===== config.mk =====
export PLATFORM = sky130hd
export DESIGN_NAME = frag_align
export DESIGN_NICKNAME = d
export VERILOG_FILES = /design/src/rtl/frag_align.sv
export SDC_FILE = /design/constraint.sdc
export NUM_CORES = 1
export LEC_CHECK = 0
export ABC_AREA = 1
export CORE_ASPECT_RATIO = 0.7
export CORE_MARGIN = 4
export CORE_UTILIZATION = 30
export CTS_CLUSTER_SIZE = 16
export DETAILED_ROUTE_END_ITERATION = 8
export SYNTH_ARGS = -nofsm -noshare
export SYNTH_HDL_FRONTEND = slang
export SYNTH_SLANG_ARGS = --single-unit

===== constraint.sdc =====
create_clock -name clk -period 5.8 [get_ports clk]
set_clock_uncertainty 0.15 [all_clocks]
set_input_delay 1.16 -clock clk [delete_from_list [all_inputs] [get_ports clk]]
set_output_delay 1.16 -clock clk [all_outputs]
set_load 0.02 [all_outputs]

===== src/rtl/frag_align.sv =====
// frag_align: rotates 1-8 byte fragments to the running lane offset and writes 64-bit words with byte enables.
// Define FRAG_ALIGN_PAD_EN to pad each packet's last word out to lane 7.
module frag_align #(
  parameter logic [7:0] PAD_BYTE = 8'h00
) (
  input  logic        clk,
  input  logic        reset_l,
  input  logic [63:0] in_fifo_rd_data,
  input  logic [3:0]  in_fifo_rd_cnt,
  input  logic        in_fifo_rd_last,
  input  logic        in_fifo_ne,
  output logic        in_fifo_re,
  output logic [63:0] out_fifo_wr_data,
  output logic [7:0]  out_fifo_wr_be,
  output logic        out_fifo_we,
  input  logic        out_fifo_full
);
`ifdef FRAG_ALIGN_PAD_EN
  localparam bit PadEn = 1'b1;
`else
  localparam bit PadEn = 1'b0;
`endif
  typedef enum logic [1:0] {RUN, SPILL, PAD} state_t;
  state_t      state_q, state_d;
  logic [2:0]  ofs_q, ofs_d, ofs_nxt;
  logic [63:0] spill_data_q, spill_data_d, wr_data_q, wr_data_d, rot;
  logic [7:0]  spill_be_q, spill_be_d, wr_be_q, wr_be_d, pad_be;
  logic        last_pend_q, last_pend_d, we_q, we_d;
  logic [3:0]  n;
  logic [15:0] mask16;
  logic [127:0] dbl;
  function automatic logic [63:0] lanes(input logic [7:0] be);
    for (int k = 0; k < 8; k++) lanes[8*k +: 8] = {8{be[k]}};
  endfunction
  assign n       = in_fifo_rd_cnt > 4'd8 ? 4'd8 : in_fifo_rd_cnt;
  assign mask16  = ((16'd1 << n) - 16'd1) << ofs_q;
  assign dbl     = {in_fifo_rd_data, in_fifo_rd_data} << {ofs_q, 3'b000};
  assign rot     = dbl[127:64];
  assign ofs_nxt = ofs_q + n[2:0];
  assign pad_be  = 8'hFF << ofs_q;
  assign in_fifo_re = reset_l && state_q == RUN && in_fifo_ne && !out_fifo_full;
  assign out_fifo_wr_data = wr_data_q;
  assign out_fifo_wr_be   = wr_be_q;
  assign out_fifo_we      = we_q;
  always_comb begin
    state_d      = state_q;
    ofs_d        = ofs_q;
    spill_data_d = spill_data_q;
    spill_be_d   = spill_be_q;
    last_pend_d  = last_pend_q;
    wr_data_d    = wr_data_q;
    wr_be_d      = wr_be_q;
    we_d         = 1'b0;
    if (in_fifo_re) begin
      we_d  = |mask16[7:0];
      ofs_d = ofs_nxt;
      if (|mask16[7:0]) begin
        wr_data_d = rot & lanes(mask16[7:0]);
        wr_be_d   = mask16[7:0];
      end
      if (|mask16[15:8]) begin
        spill_be_d   = mask16[15:8];
        spill_data_d = rot & lanes(mask16[15:8]);
        last_pend_d  = in_fifo_rd_last;
        state_d      = SPILL;
      end else if (PadEn && in_fifo_rd_last && ofs_nxt != 3'd0) state_d = PAD;
    end else if (!out_fifo_full && state_q == SPILL) begin
      we_d      = 1'b1;
      wr_data_d = spill_data_q;
      wr_be_d   = spill_be_q;
      state_d   = (PadEn && last_pend_q && ofs_q != 3'd0) ? PAD : RUN;
    end else if (!out_fifo_full && state_q == PAD) begin
      we_d      = 1'b1;
      wr_data_d = lanes(pad_be) & {8{PAD_BYTE}};
      wr_be_d   = pad_be;
      ofs_d     = 3'd0;
      state_d   = RUN;
    end
  end
  always_ff @(posedge clk or negedge reset_l) begin
    if (!reset_l) begin
      state_q      <= RUN;
      ofs_q        <= 3'd0;
      spill_data_q <= 64'd0;
      spill_be_q   <= 8'd0;
      last_pend_q  <= 1'b0;
      wr_data_q    <= 64'd0;
      wr_be_q      <= 8'd0;
      we_q         <= 1'b0;
    end else begin
      state_q      <= state_d;
      ofs_q        <= ofs_d;
      spill_data_q <= spill_data_d;
      spill_be_q   <= spill_be_d;
      last_pend_q  <= last_pend_d;
      wr_data_q    <= wr_data_d;
      wr_be_q      <= wr_be_d;
      we_q         <= we_d;
    end
  end
endmodule

=== Yosys cells after proc, flatten, opt, wreduce, memory -nomap -nowiden ===
Cells that the tools add are included.

* Register bits: 150
* Input bits: 73
* Output and inout port bits: 74
* Word-level logic and storage cells: 55

* Add/sub/neg operators: 2
* Shift operators: 4
* Order comparisons: 1
* Mux-type cells: 19
* Reduce and logical (&&, ||, !) cells: 15
* Bitwise operators: 2
* Equal/unequal tests: 5

{| class="wikitable"
|+ Operator list
! cell !! count
|-
| 64-bit two-way mux || 4
|-
| 64-bit bitwise AND || 2
|-
| 128-bit by 6-bit << shifter with 128-bit output || 1
|-
| 8-bit two-way mux || 4
|-
| 8-bit OR reduction || 2
|-
| 1-bit by 4-bit << shifter with 16-bit output, first input constant || 1
|-
| 16-bit by 3-bit << shifter with 16-bit output || 1
|-
| 16-bit by 1-bit subtractor with 16-bit output, second input constant || 1
|-
| 3-bit two-way mux || 3
|-
| 2-bit two-way mux || 4
|-
| 2-bit AND reduction || 4
|-
| 8-bit by 3-bit << shifter with 8-bit output, first input constant || 1
|-
| 1-bit logical AND || 5
|-
| 4-bit greater-than comparator, second input constant || 1
|-
| 4-bit two-way mux || 1
|-
| 2-bit by 1-bit inequality test with 1-bit output, second input constant || 2
|-
| 3-bit adder || 1
|-
| 1-bit two-way mux || 3
|-
| 3-bit nonzero test || 1
|-
| 2-bit by 1-bit equality test with 1-bit output, second input constant || 1
|-
| 2-bit equality test, second input constant || 1
|-
| 2-bit zero test || 1
|-
| 2-bit inequality test, second input constant || 1
|-
| 2-bit nonzero test || 1
|-
| 1-bit zero test || 1
|}

=== Longest topological paths before layout ===
* Word-level depth: 8
* Depth in mapped cells: 18
* Mapped depth without buffers: 16

=== Worst setup path after synthesis ===
OpenSTA, ideal clock, no wires.

* Kind: input port to output port
* Start: input port out_fifo_full
* End: output port in_fifo_re
* Slack: 2.216 ns
* Required time: 4.490 ns
* Stages on the path: 5
* Buffers on the path: 2
* Arrival: 2.274 ns
* Cells stage by stage: inv_1 -> nand4_1 -> inv_1 -> buf_2 -> clkbuf_1

* Cells in the longest elaborated chain, start to end: 2

{| class="wikitable"
|+ Ends and longest elaborated chain
! element !! line !! text
|-
| start, declared || 16 || <nowiki>input logic out_fifo_full</nowiki>
|-
| 1-bit zero test || 41 || <nowiki>assign in_fifo_re = reset_l && state_q == RUN && in_fifo_ne && !out_fifo_full;</nowiki>
|-
| 1-bit logical AND || 41 ||
|-
| end, declared || 12 || <nowiki>output logic in_fifo_re,</nowiki>
|}

No other way between the ends.

=== Worst setup path in the final report ===
Ends and elaborated chain as after synthesis.

==> results.md <==
- First-pass GRT wire length: 53.3 mm
- Post-layout nets: 1,548
- Most frequent cells in the layout: nand2_1 (502), o21ai_0 (154), dfrtp_1 (148)
- Max VDD drop: 0.244 mV
- TNS Setup: 0 ns
- CTS clk-pin slew, worst paths: about 0.060 ns
- Area growth, synth to finish: 21.6%
- Avg Inst Size Synth: approximately 7.4 um^2
- Clock latency at the later pin of the worst-skew pair: approximately 0.43 ns
- Worst EP required: 4.49 ns
- Hold Path Class: reg -> reg
- MaxCap Viol Count: 0
- GPL Wtd Cong: around 0.91
- GR Util All Layers: 18.2%
- IO Count: 147
- Worst path max stage delay: 0.72 ns
- Die area: 37,100 um^2
- Design Power: roughly 0.0067 W
- FILL cells: 3,518
- Initial DRT Pass Iterations: 5
- Final setup fails: 0
- Synthesized area: 10,200 um^2
- Largest area contributor in the netlist: dfrtp_1
- Global Route met2 Usage: 25.8%
- Worst hold slack: approximately 0.32 ns
- Die height: 162 um
- Tmin final: between 4 and 5 ns
- Post_cts resized: 0
- Hold Path End: spill_data_q[42]$_DFFE_PN0P_
- H-tree depth: 4
- Worst setup EP type: output pin
- Leakage: 6.26 nW
- Routed Antenna Nets: 0
- Most common cell after layout, fill and taps aside: nand2_1
- Slew @ Worst Pin: slightly above 0.9 ns
- Dpl hpwl: roughly 25 mm
- Ranking of synthesized cells by area: dfrtp_1 (37%), nand2_1 (18%), nand3_2 (8.3%)
- Hold Path Origin: spill_data_q[42]$_DFFE_PN0P_
- Drt via density: 4.90
- Number of buffers added on ports: 145
- Vias after detailed routing: 9,416
- CP Launch Point: out_fifo_full
- Root buf cell: clkbuf_16
- Synth warn: 0
- CTS tree: done
- CTS Buf Count: 17
- Critical path's most frequent cell: clkdlybuf4s50_1
- Fin. max-slew vios: 0
- Starting density of the core: 30.5%
- Core area: 33,500 um^2
- CP top delay family: buffers and inverters
- Reg2reg end: spill_data_q[47]$_DFFE_PN0P_
- Worst r2r src: ofs_q[1]$_DFFE_PN0P_
- Iter 0 DRT Violations: 876
- Largest net degree at the start of global routing: 77
- Synth Register Bits: 149
- Final WL: 33.7 mm
- Cts hold-fix bufs: 0
- Routed len/inst: 17.5 um
- Mapped Cells: 1,374
- Hold path depth: 2
- Postcts setup bufs: 0
- Critical path's slowest cell: clkdlybuf4s50_1
- Max Fclk: around 0.22 GHz
- Antenna cells: 0
- Rows: 56
- Register area share after synthesis: a little over a third
- Crit path kind: in -> out
- Final worst path period share: between 70% and 80%
- Global-route met3 utilization: 4.89%
- Layout cells sized above 1: 11.5%
- RSZ-0062 raised after global routing: false
- Crit path cell chain: clkdlybuf4s50_1 > inv_1 > nand4_1 > buf_4 > inv_2 > clkdlybuf4s50_1
- Vias in the first global route: 8,893
- Status: complete, no violations
- CTS Sinks: 149
- Most Crowded Layer GR: met1
- Bufs on Longest Clock Path: 2
- Gr ovfl total: 0
- Final Core Density: 37.0%
- Syn_nets: about 1,500
- Pwr/cell area: 540 nW/um^2
- Share of the synthesized area in the top cell type: 36.6%
- CP arrival: 3.18 ns
- Initial antenna violation count: 0
- DIE WIDTH: 228 um
- Flop-to-flop setup slack: 2.09 ns
- Slew HR: between 30% and 40%
- Worst path bufs/invs: 5
- Residual DRC: 0
- Crit-path max FO: 18
- Post-synthesis cell type count: 43
- Startpoint Class: primary input
- Met1 GRT Util: 27.7%
- Worst r2r path cells: 12
- Final hold violations: 0
power by group:
group | total [W] | internal (W) | leakage (nW) | switching, W
clock network | 0.00116 | 0.000646 | 0.288 | 0.000510
logic | 0.00383 | 0.00128 | 3.98 | 0.00255
registers | 0.00172 | 0.00145 | 2.00 | 0.000269
total | 0.00670 | 0.00337 | 6.26 | 0.00333
cells by family (layout without fill, tap and decap cells):
kind of cell,Yosys count,in the layout,synth area share [%]
buf+inv,223,334,10.6
mux,60,60,5.89
xor+xnor,1,1,0.0859
flops,149,149,36.6
simple gates,728,728,35.0
fa+ha+maj,3,3,0.442
compound gates,210,210,11.4
final cells by class:
type | instances | area (um^2) | share of cell area, %
Multi-Input combinational cell | 1002 | 5400 | 43.5
Sequential cell | 149 | 3730 | 30.1
Timing Repair Buffer | 161 | 1600 | 12.9
Tap cell | 435 | 544 | 4.39
Inverter | 141 | 534 | 4.31
Clock buffer | 17 | 425 | 3.43
Clock inverter | 15 | 173 | 1.39
Yosys cell counts (all sizes together):
master	number
nand2	515
o21ai	158
dfrtp	149
nand3	144
inv	140
mux2i	60
buf	52
nor2	45
clkbuf	30
a22oi	24
a21oi	17
nand3b	15
o21a	7
nor3	4
nand4	3
ha	2
or2	2
a211o	1
a31oi	1
clkinv	1
fa	1
o211ai	1
o22ai	1
xor2	1
worst reg2reg max path: cells and delay by family, from the launching register on:
kind / cells / cell delay (ns)
DFF: 1 / 0.36
and+or+nand+nor: 9 / 1.60
buffers and inverters: 3 / 1.49
worst max-delay path by stage:
stage / depth (start not counted) / slack (ns) / end
final: 6 / 1.31 / in_fifo_re
after global routing: 16 / 1.22 / out_fifo_wr_data[37]$_DFFE_PN0P_
after CTS: 6 / 1.34 / in_fifo_re
after detailed placement: 16 / 1.13 / out_fifo_wr_data[35]$_DFFE_PN0P_
after global placement: 14 / 1.17 / state_q[0]$_DFFE_PN0P_
after floorplan: 5 / 2.22 / in_fifo_re
flip-flops by register name (all words and copies together), names as in the netlist:
signal            flops
out_fifo_wr_data     64
out_fifo_wr_be        8
spill_data_q         64
ofs_q                 3
out_fifo_we           1
spill_be_q            8
state_q               1
per-stage QoR:
stage | setup WS, ns | instances | cell area, um^2
2_1_floorplan | 2.22 | 1374 | 10200
3_3_place_gp | 1.17 | 1888 | 11800
3_5_place_dp | 1.13 | 1888 | 11800
4_1_cts | 1.34 | 1920 | 12400
5_1_grt | 1.22 | 1920 | 12400
6_report | 1.31 | 1920 | 12400
per-layer routing:
layer	wire, um	up-vias
li1	-	4615
met3	2520	35
met5	0	-
met1	16800	4432
met4	556	0
met2	13800	334
Power figures use the tool's default switching activity.
